==> config.mk <==
export PLATFORM = sky130hd
export DESIGN_NAME = pcie_dma_consumer
export DESIGN_NICKNAME = d
export VERILOG_FILES = /design/src/rtl/pcie_dma_consumer.sv
export SDC_FILE = /design/constraint.sdc
export NUM_CORES = 1
export LEC_CHECK = 0
export ABC_AREA = 1
export CORE_MARGIN = 2
export CORE_UTILIZATION = 63
export CTS_CLUSTER_SIZE = 30
export DETAILED_ROUTE_END_ITERATION = 6
export PLACE_DENSITY = 0.89
export SETUP_SLACK_MARGIN = 0.15
export SLEW_MARGIN = 0
export SYNTH_ARGS = -nofsm -noshare
export SYNTH_HDL_FRONTEND = slang
export SYNTH_SLANG_ARGS = --single-unit
==> constraint.sdc <==
create_clock -name pcieClk_in -period 3.5 [get_ports pcieClk_in]
set_input_delay 0.7 -clock pcieClk_in [delete_from_list [all_inputs] [get_ports pcieClk_in]]
set_output_delay 0.7 -clock pcieClk_in [all_outputs]
set_load 0.005 [all_outputs]
==> src/rtl/pcie_dma_consumer.sv <==
// Multi-channel DMA sink: rate-throttled valid/ready intake per channel, 64-bit lane-sum
// checksum and 32-bit beat counter per channel, exposed through the app register space.
module pcie_dma_consumer #(
  parameter int NUM_CHAN   = 1,
  parameter int DATA_WIDTH = 64,
  parameter int RATE_WIDTH = 8,
  parameter int CSR_BASE   = 252
) (
  input  logic                           pcieClk_in,
  input  logic                           pcieRstN_in,
  input  logic                           cpuWrValid_in,
  input  logic [7:0]                     cpuWrReg_in,
  input  logic [31:0]                    cpuWrData_in,
  input  logic                           cpuRdValid_in,
  input  logic [7:0]                     cpuRdReg_in,
  output logic [31:0]                    cpuRdData_out,
  output logic                           cpuRdValid_out,
  input  logic [NUM_CHAN*DATA_WIDTH-1:0] rxData_in,
  input  logic [NUM_CHAN-1:0]            rxValid_in,
  output logic [NUM_CHAN-1:0]            rxReady_out
);

  localparam int LANES = DATA_WIDTH / 32;

  typedef enum logic {ST_ACCEPT, ST_WAIT} state_t;

  state_t                r_state    [NUM_CHAN];
  state_t                w_stateNxt [NUM_CHAN];
  logic [RATE_WIDTH-1:0] r_rate     [NUM_CHAN];
  logic [RATE_WIDTH-1:0] r_cd       [NUM_CHAN];
  logic [RATE_WIDTH-1:0] w_cdNxt    [NUM_CHAN];
  logic [63:0]           r_csum     [NUM_CHAN];
  logic [31:0]           r_shadow   [NUM_CHAN];
  logic [31:0]           r_count    [NUM_CHAN];
  logic [63:0]           w_laneSum  [NUM_CHAN];

  logic [NUM_CHAN-1:0] w_ready;
  logic [NUM_CHAN-1:0] w_accept;
  logic [NUM_CHAN-1:0] w_wrRate;
  logic [NUM_CHAN-1:0] w_clr;
  logic [NUM_CHAN-1:0] w_rdLsw;
  logic [31:0]         w_rdMux;
  logic [31:0]         r_rdData;
  logic                r_rdValid;
  logic                r_live;
  logic                w_unused;

  // Write data bits above the rate field carry no meaning.
  assign w_unused = ^{cpuWrData_in, 1'b0};

  function automatic logic [7:0] chan_base(input int unsigned c);
    return 8'(CSR_BASE - 4 * int'(c));
  endfunction

  always_comb begin
    for (int unsigned c = 0; c < NUM_CHAN; c++) begin
      w_laneSum[c] = '0;
      for (int unsigned l = 0; l < LANES; l++)
        w_laneSum[c] = w_laneSum[c] + 64'(rxData_in[c*DATA_WIDTH + l*32 +: 32]);
      w_ready[c]  = r_live && (r_state[c] == ST_ACCEPT);
      w_accept[c] = w_ready[c] && rxValid_in[c];
      w_wrRate[c] = cpuWrValid_in && (cpuWrReg_in == chan_base(c) + 8'd1);
      w_clr[c]    = cpuWrValid_in && (cpuWrReg_in == chan_base(c) + 8'd2);
      w_rdLsw[c]  = cpuRdValid_in && (cpuRdReg_in == chan_base(c) + 8'd2);
    end
  end

  assign rxReady_out = w_ready;

  always_comb begin
    for (int unsigned c = 0; c < NUM_CHAN; c++) begin
      w_stateNxt[c] = r_state[c];
      w_cdNxt[c]    = r_cd[c];
      if (r_state[c] == ST_ACCEPT) begin
        if (w_accept[c] && (r_rate[c] != '0)) begin
          w_cdNxt[c]    = r_rate[c];
          w_stateNxt[c] = ST_WAIT;
        end
      end else begin
        w_cdNxt[c] = r_cd[c] - RATE_WIDTH'(1);
        if (r_cd[c] == RATE_WIDTH'(1))
          w_stateNxt[c] = ST_ACCEPT;
      end
    end
  end

  always_ff @(posedge pcieClk_in or negedge pcieRstN_in) begin
    if (!pcieRstN_in) begin
      for (int unsigned c = 0; c < NUM_CHAN; c++) begin
        r_state[c] <= ST_ACCEPT;
        r_cd[c]    <= '0;
      end
    end else begin
      for (int unsigned c = 0; c < NUM_CHAN; c++) begin
        r_state[c] <= w_stateNxt[c];
        r_cd[c]    <= w_cdNxt[c];
      end
    end
  end

  always_ff @(posedge pcieClk_in or negedge pcieRstN_in) begin
    if (!pcieRstN_in) begin
      r_live <= 1'b0;
      for (int unsigned c = 0; c < NUM_CHAN; c++) begin
        r_rate[c]   <= '0;
        r_csum[c]   <= '0;
        r_shadow[c] <= '0;
        r_count[c]  <= '0;
      end
    end else begin
      r_live <= 1'b1;
      for (int unsigned c = 0; c < NUM_CHAN; c++) begin
        if (w_wrRate[c])
          r_rate[c] <= cpuWrData_in[RATE_WIDTH-1:0];
        // A clear coinciding with an accept restarts from that beat alone.
        if (w_clr[c]) begin
          r_csum[c]  <= w_accept[c] ? w_laneSum[c] : '0;
          r_count[c] <= w_accept[c] ? 32'd1 : 32'd0;
        end else if (w_accept[c]) begin
          r_csum[c]  <= r_csum[c] + w_laneSum[c];
          r_count[c] <= r_count[c] + 32'd1;
        end
        if (w_rdLsw[c])
          r_shadow[c] <= r_csum[c][63:32];
      end
    end
  end

  always_comb begin
    w_rdMux = '0;
    for (int unsigned c = 0; c < NUM_CHAN; c++) begin
      if (cpuRdReg_in == chan_base(c))
        w_rdMux = r_count[c];
      else if (cpuRdReg_in == chan_base(c) + 8'd1)
        w_rdMux = 32'(r_rate[c]);
      else if (cpuRdReg_in == chan_base(c) + 8'd2)
        w_rdMux = r_csum[c][31:0];
      else if (cpuRdReg_in == chan_base(c) + 8'd3)
        w_rdMux = r_shadow[c];
    end
  end

  always_ff @(posedge pcieClk_in or negedge pcieRstN_in) begin
    if (!pcieRstN_in) begin
      r_rdData  <= '0;
      r_rdValid <= 1'b0;
    end else begin
      r_rdValid <= cpuRdValid_in;
      r_rdData  <= cpuRdValid_in ? w_rdMux : '0;
    end
  end

  assign cpuRdData_out  = r_rdData;
  assign cpuRdValid_out = r_rdValid;

endmodule
==> results of run 1 <==
-- stage by stage --
step	hold WS [ps]	TNS, ps
floorplan	404	0
global placement	466	-36360
detailed placement	484	-43180
CTS	333	0
-- routing by layer --
layer  GRT overflow  global-route usage
met4            178               0.962
met3             10               0.795
met2            344                1.04
met5              1               0.443
met1             14               0.883
-- cells by family after synthesis --
group                      after synthesis  share of synthesized area
DFF                                    179                      0.324
xor gates and xnor gates                28                     0.0177
buffers and inverters                  331                     0.0941
adders and majority gates               70                     0.0643
AOI/OAI and AO/OA                      276                      0.113
other                                    1                   0.000271
muxes                                   33                     0.0268
and+or+nand+nor                       1134                      0.360
-- synth_stat cells (3+ instances only) --
cell	n
nand2_2	11
nor3b_1	3
nor3_2	6
buf_2	15
o211ai_1	14
dfrtp_1	179
clkbuf_1	14
inv_2	9
buf_6	4
and2_1	18
a21oi_1	133
clkinv_1	3
o21bai_1	4
nand4_2	3
mux2_2	11
nor2_4	7
nand4_1	28
inv_1	281
nor3_1	37
nand3_2	6
nor2_1	215
xor2_1	18
a31oi_1	17
nor2_2	11
nand3b_1	13
a221oi_1	16
ha_1	68
nand2_4	3
nor4_1	13
buf_4	3
o311ai_0	3
nand3_1	151
o221ai_1	6
nand2_1	601
xnor2_1	10
o21ai_0	71
o21ai_1	4
mux2_1	22
-- timing repair --
item	in CTS
pin swaps	137
setup endpoints to repair	57
buffers inserted	57
gates resized for setup	414
==> run_results.csv, run 1 <==
group,metric,value,unit
run_status,status,"stopped before the end",
run_status,haltStage,"5_1_grt",
run_status,error_line,"[ERROR GRT-0232] Routing congestion too high. Check the congestion heatmap in the GUI.",
logic_synthesis,avgSynthCellArea,6.75,um^2
clocking,clock_path_buffers,2,
floorplan,start_util,0.638,
logic_synthesis,synth-seq-cells,179,
floorplan,rows,54,
floorplan,dieHeight,152,um
timing,postGrtWorstEndpoint,"r_csum[42]$_DFFE_PN0P_/D",
logic_synthesis,ys.flop_type,"dfrtp_1",
clocking,numCtsBuffers,17,
logic_synthesis,syn_area,13800,um^2
placement,dp_hpwl,38000,um
logic_synthesis,synthCells,2052,
clocking,cts-htree-levels,4,
clocking,cts_hold_buf,0,
logic_synthesis,synth_edf_count,0,
logic_synthesis,syn_nets,2239,
logic_synthesis,yosysSeqAreaShare,0.324,
placement,gp_congestion,1.06,
placement,port_buffers,126,
clocking,cts_sinks,179,
logic_synthesis,synth.distinct_cells,54,
clocking,clk_root_buffer_cell,"clkbuf_16",
placement,dp_worst_setup_slack,-945,ps
floorplan,io_pins,151,
timing,endpoint_type,"register data pin",
placement,post-place-cells,2614,
logic_synthesis,async_flop_share,1.00,
global_routing,gr-usage-all-layers,0.908,
logic_synthesis,yosysWarnings,0,
global_routing,grt_max_degree,79,
placement,dpl_cell_area,16800,um^2
logic_synthesis,ys_top_cells_by_area,"dfrtp_1, nand2_1, inv_1",
floorplan,fp.dieW,152,um
global_routing,overflow,547,
logic_synthesis,yosys.area.top_type_share,0.324,
logic_synthesis,synth_top_cell_by_area,"dfrtp_1",
==> inputs of run 2 (changes only) <==
--- a/config.mk
+++ b/config.mk
@@ -7,11 +7,9 @@
 export LEC_CHECK = 0
 export ABC_AREA = 1
 export CORE_MARGIN = 2
-export CORE_UTILIZATION = 63
-export CTS_CLUSTER_SIZE = 30
+export CORE_UTILIZATION = 40
 export DETAILED_ROUTE_END_ITERATION = 6
-export PLACE_DENSITY = 0.89
-export SETUP_SLACK_MARGIN = 0.15
+export PLACE_DENSITY_LB_ADDON = 0.15
 export SLEW_MARGIN = 0
 export SYNTH_ARGS = -nofsm -noshare
 export SYNTH_HDL_FRONTEND = slang
==> run_results.csv, run 2 <==
group,metric,value,unit
logic_synthesis,synth_top_family_by_area,"simple AND/OR/NAND/NOR gates",
job,maxCapViolCount,0,
floorplan,coreArea,34300,um^2
timing,slew_headroom,0.424,
setup_path,reg2reg_slack,1000,ps
clocking,clock_latency,450,ps
floorplan,io_pins,151,
setup_path,slowest_delay,530,ps
clocking,clock_path_buffers,2,
run_status,violations,"design-rule violations",
cells_and_area,largest_register_ff_count,64,
logic_synthesis,synthCells,2052,
drt,vias_per_cell,5.28,
logic_synthesis,synth.most_common_cell,"nand2_1",
cells_and_area,area_delta_synth_final,46.8,%
logic_synthesis,synth_edf_count,0,
drt,drt_first_pass_iters,7,
logic_synthesis,ys.flop_type,"dfrtp_1",
drt,wirelength,52900,um
floorplan,die-area,36100,um^2
floorplan,fp.dieW,190,um
logic_synthesis,yosys.area.top_type_share,0.324,
logic_synthesis,avgSynthCellArea,6.75,um^2
logic_synthesis,ys_top_cells_by_area,"dfrtp_1, nand2_1, inv_1",
drt,drt_iter0_markers,1110,
logic_synthesis,async_flop_share,1.00,
power,leakage,10.2,nW
logic_synthesis,synthMuxAreaShare,0.0268,
run_status,status,"finished with violations",
logic_synthesis,synth_xor_area_frac,0.0177,
power,power.total,6.03,mW
timing,holdWs,292,ps
timing,postLayoutSetupSlackWorst,91.6,ps
setup_path,crit_chain,"clkdlybuf4s50_1 -> ha_4 -> a21oi_2 -> nor2_1 -> nor2_1 -> nand2_1 -> a21oi_2 -> nand3_1 -> and2_4 -> ha_4 -> nand2_2 -> nor2_4 -> inv_2 -> buf_4 -> nor3_4 -> nand2_4 -> nand2_4 -> nand3_2 -> nand2_1 -> nor2_1",
logic_synthesis,synth_top_cell_by_area,"dfrtp_1",
clocking,cts-htree-levels,4,
setup_path,rr_worst_depth,14,
cells_and_area,top_register,"r_csum",
logic_synthesis,synth-seq-cells,179,
clocking,clk_root_buffer_cell,"clkbuf_16",
timing,tightest_slew,864,ps
logic_synthesis,syn_nets,2239,
power,ir_drop,379,uV
setup_path,r2r_start,"r_csum[0]$_DFFE_PN0P_",
drt,routed.top_layer,"met4",
cells_and_area,diodes,0,
floorplan,dieHeight,190,um
setup_path,cpMostUsedCell,"nor2_1",
clocking,numCtsBuffers,17,
timing,fin_crit,3410,ps
clocking,cts_sinks,179,
logic_synthesis,synth_fa_ha_area_frac,0.0643,
clocking,cts_tree,"yes",
setup_path,cp_data_required_time,3840,ps
placement,port_buffers,126,
logic_synthesis,yosysSeqAreaShare,0.324,
setup_path,cp.arrival,3750,ps
floorplan,rows,68,
cells_and_area,finish.utilization,0.593,
clocking,cts_hold_buf,0,
setup_path,cp_max_fo,5,
drt,wl_per_cell,18.4,um
cells_and_area,layout_commonest_cell,"nand2_1",
setup_path,crit_slowest_cell,"clkdlybuf4s50_1",
clocking,path_clk_slew,80,ps
global_routing,first_global_vias,14400,
logic_synthesis,syn_area,13800,um^2
min_path,hp-class,"input port to asynchronous set/reset pin",
timing,maxSlewViolCount,0,
setup_path,critical_path_class,"input port to flop",
cells_and_area,nets,2596,
setup_path,worstReg2RegEnd,"r_csum[54]$_DFFE_PN0P_",
global_routing,gr-usage-all-layers,0.289,
power,power-per-cell-area,296,nW/um^2
logic_synthesis,yosysWarnings,0,
floorplan,start_util,0.404,
logic_synthesis,synth.distinct_cells,54,
timing,clock_skew,19.0,ps
drt,wl_met3,3450,um
global_routing,grt_max_degree,87,
drt,wl_met1,24700,um
drt,postRouteAntennaNets,0,
cells_and_area,layout_common_cells,"nand2_1, inv_1, buf_4, dfrtp_1, nor2_1",
placement,dp_worst_setup_slack,-1400,ps
drt,wl_met2,23300,um
timing,final_hold_viol_count,0,
timing,min_period_over_period,0.974,
cells_and_area,drive_above_1_share,0.317,
drt,vias,15200,
global_routing,grt_pass1_wl,80000,um
logic_synthesis,yosys.area_share.simple,0.360,
logic_synthesis,synth_compound_area_frac,0.113,
placement,gp_congestion,0.965,
setup_path,cp-end-kind,"flop",
placement,dp_hpwl,40600,um
timing,finalSetupViolCount,0,
logic_synthesis,synth_common_cells,"nand2_1, inv_1, nor2_1",
setup_path,cp-start-kind,"input port",
global_routing,overflow,0,
timing,fmax,293,MHz
drt,drc,1,
global_routing,antenna_found_initial,0,
==> run 2: cells by family after synthesis <==
logic type / count (synthesis)
and+or+nand+nor: 1134
buffers and inverters: 331
AOI/OAI and AO/OA: 276
DFF: 179
adders and majority gates: 70
muxes: 33
xor gates and xnor gates: 28
other: 1
==> run 2: repair_timing <==
item | in CTS | in global routing
pin swaps | 100 | 131
setup buffers | 23 | 15
setup endpoints to repair | 57 | 54
gates resized for setup | 349 | 280
==> run 2: metal layers <==
layer  vias to the layer above  GRT usage
met1                      7245      0.410
met5                         -          0
met3                        61     0.0568
met4                         0     0.0820
met2                       485      0.445
li1                       7388          -
==> run 2: worst max-delay path by stage <==
stage | from | end
floorplan | rxData_in[0] | r_csum[40]$_DFFE_PN0P_
global placement | rxData_in[0] | r_csum[35]$_DFFE_PN0P_
detailed placement | rxData_in[0] | r_csum[35]$_DFFE_PN0P_
CTS | rxData_in[26] | r_csum[42]$_DFFE_PN0P_
global route | rxData_in[58] | r_csum[52]$_DFFE_PN0P_
finish | rxData_in[58] | r_csum[35]$_DFFE_PN0P_
==> run 2: cell type report <==
cell class,instances,area (um^2)
Clock inverter,13,126
Tap cell,455,569
Sequential cell,179,4480
Timing Repair Buffer,376,3220
Clock buffer,18,429
Fill cell,3154,14000
Inverter,293,1110
Multi-Input combinational cell,1542,10400
==> run 2: critical path: cells and delay by family <==
kind	cells	cell delay, ps
AO/OA/AOI/OAI	2	330
buffers and inverters	3	740
adder cells (fa/ha/maj)	2	540
AND/OR/NAND/NOR	13	1440
==> run 2: where the power goes <==
group	internal (mW)	switching, mW
clock network	0.989	0.909
registers	2.09	0.0205
logic	0.935	1.09
==> run 2: metrics by stage <==
| step | setup TNS, ps | instances | cell area, um^2 |
|---|---|---|---|
| global placement | -55130 | 2809 | 17100 |
| CTS | -10.9 | 2862 | 19200 |
| floorplan | 0 | 2052 | 13800 |
| detailed placement | -56330 | 2809 | 17100 |
| global route | -680 | 2876 | 20300 |
| finish | 0 | 2876 | 20300 |
Power figures use the tool's default switching activity.
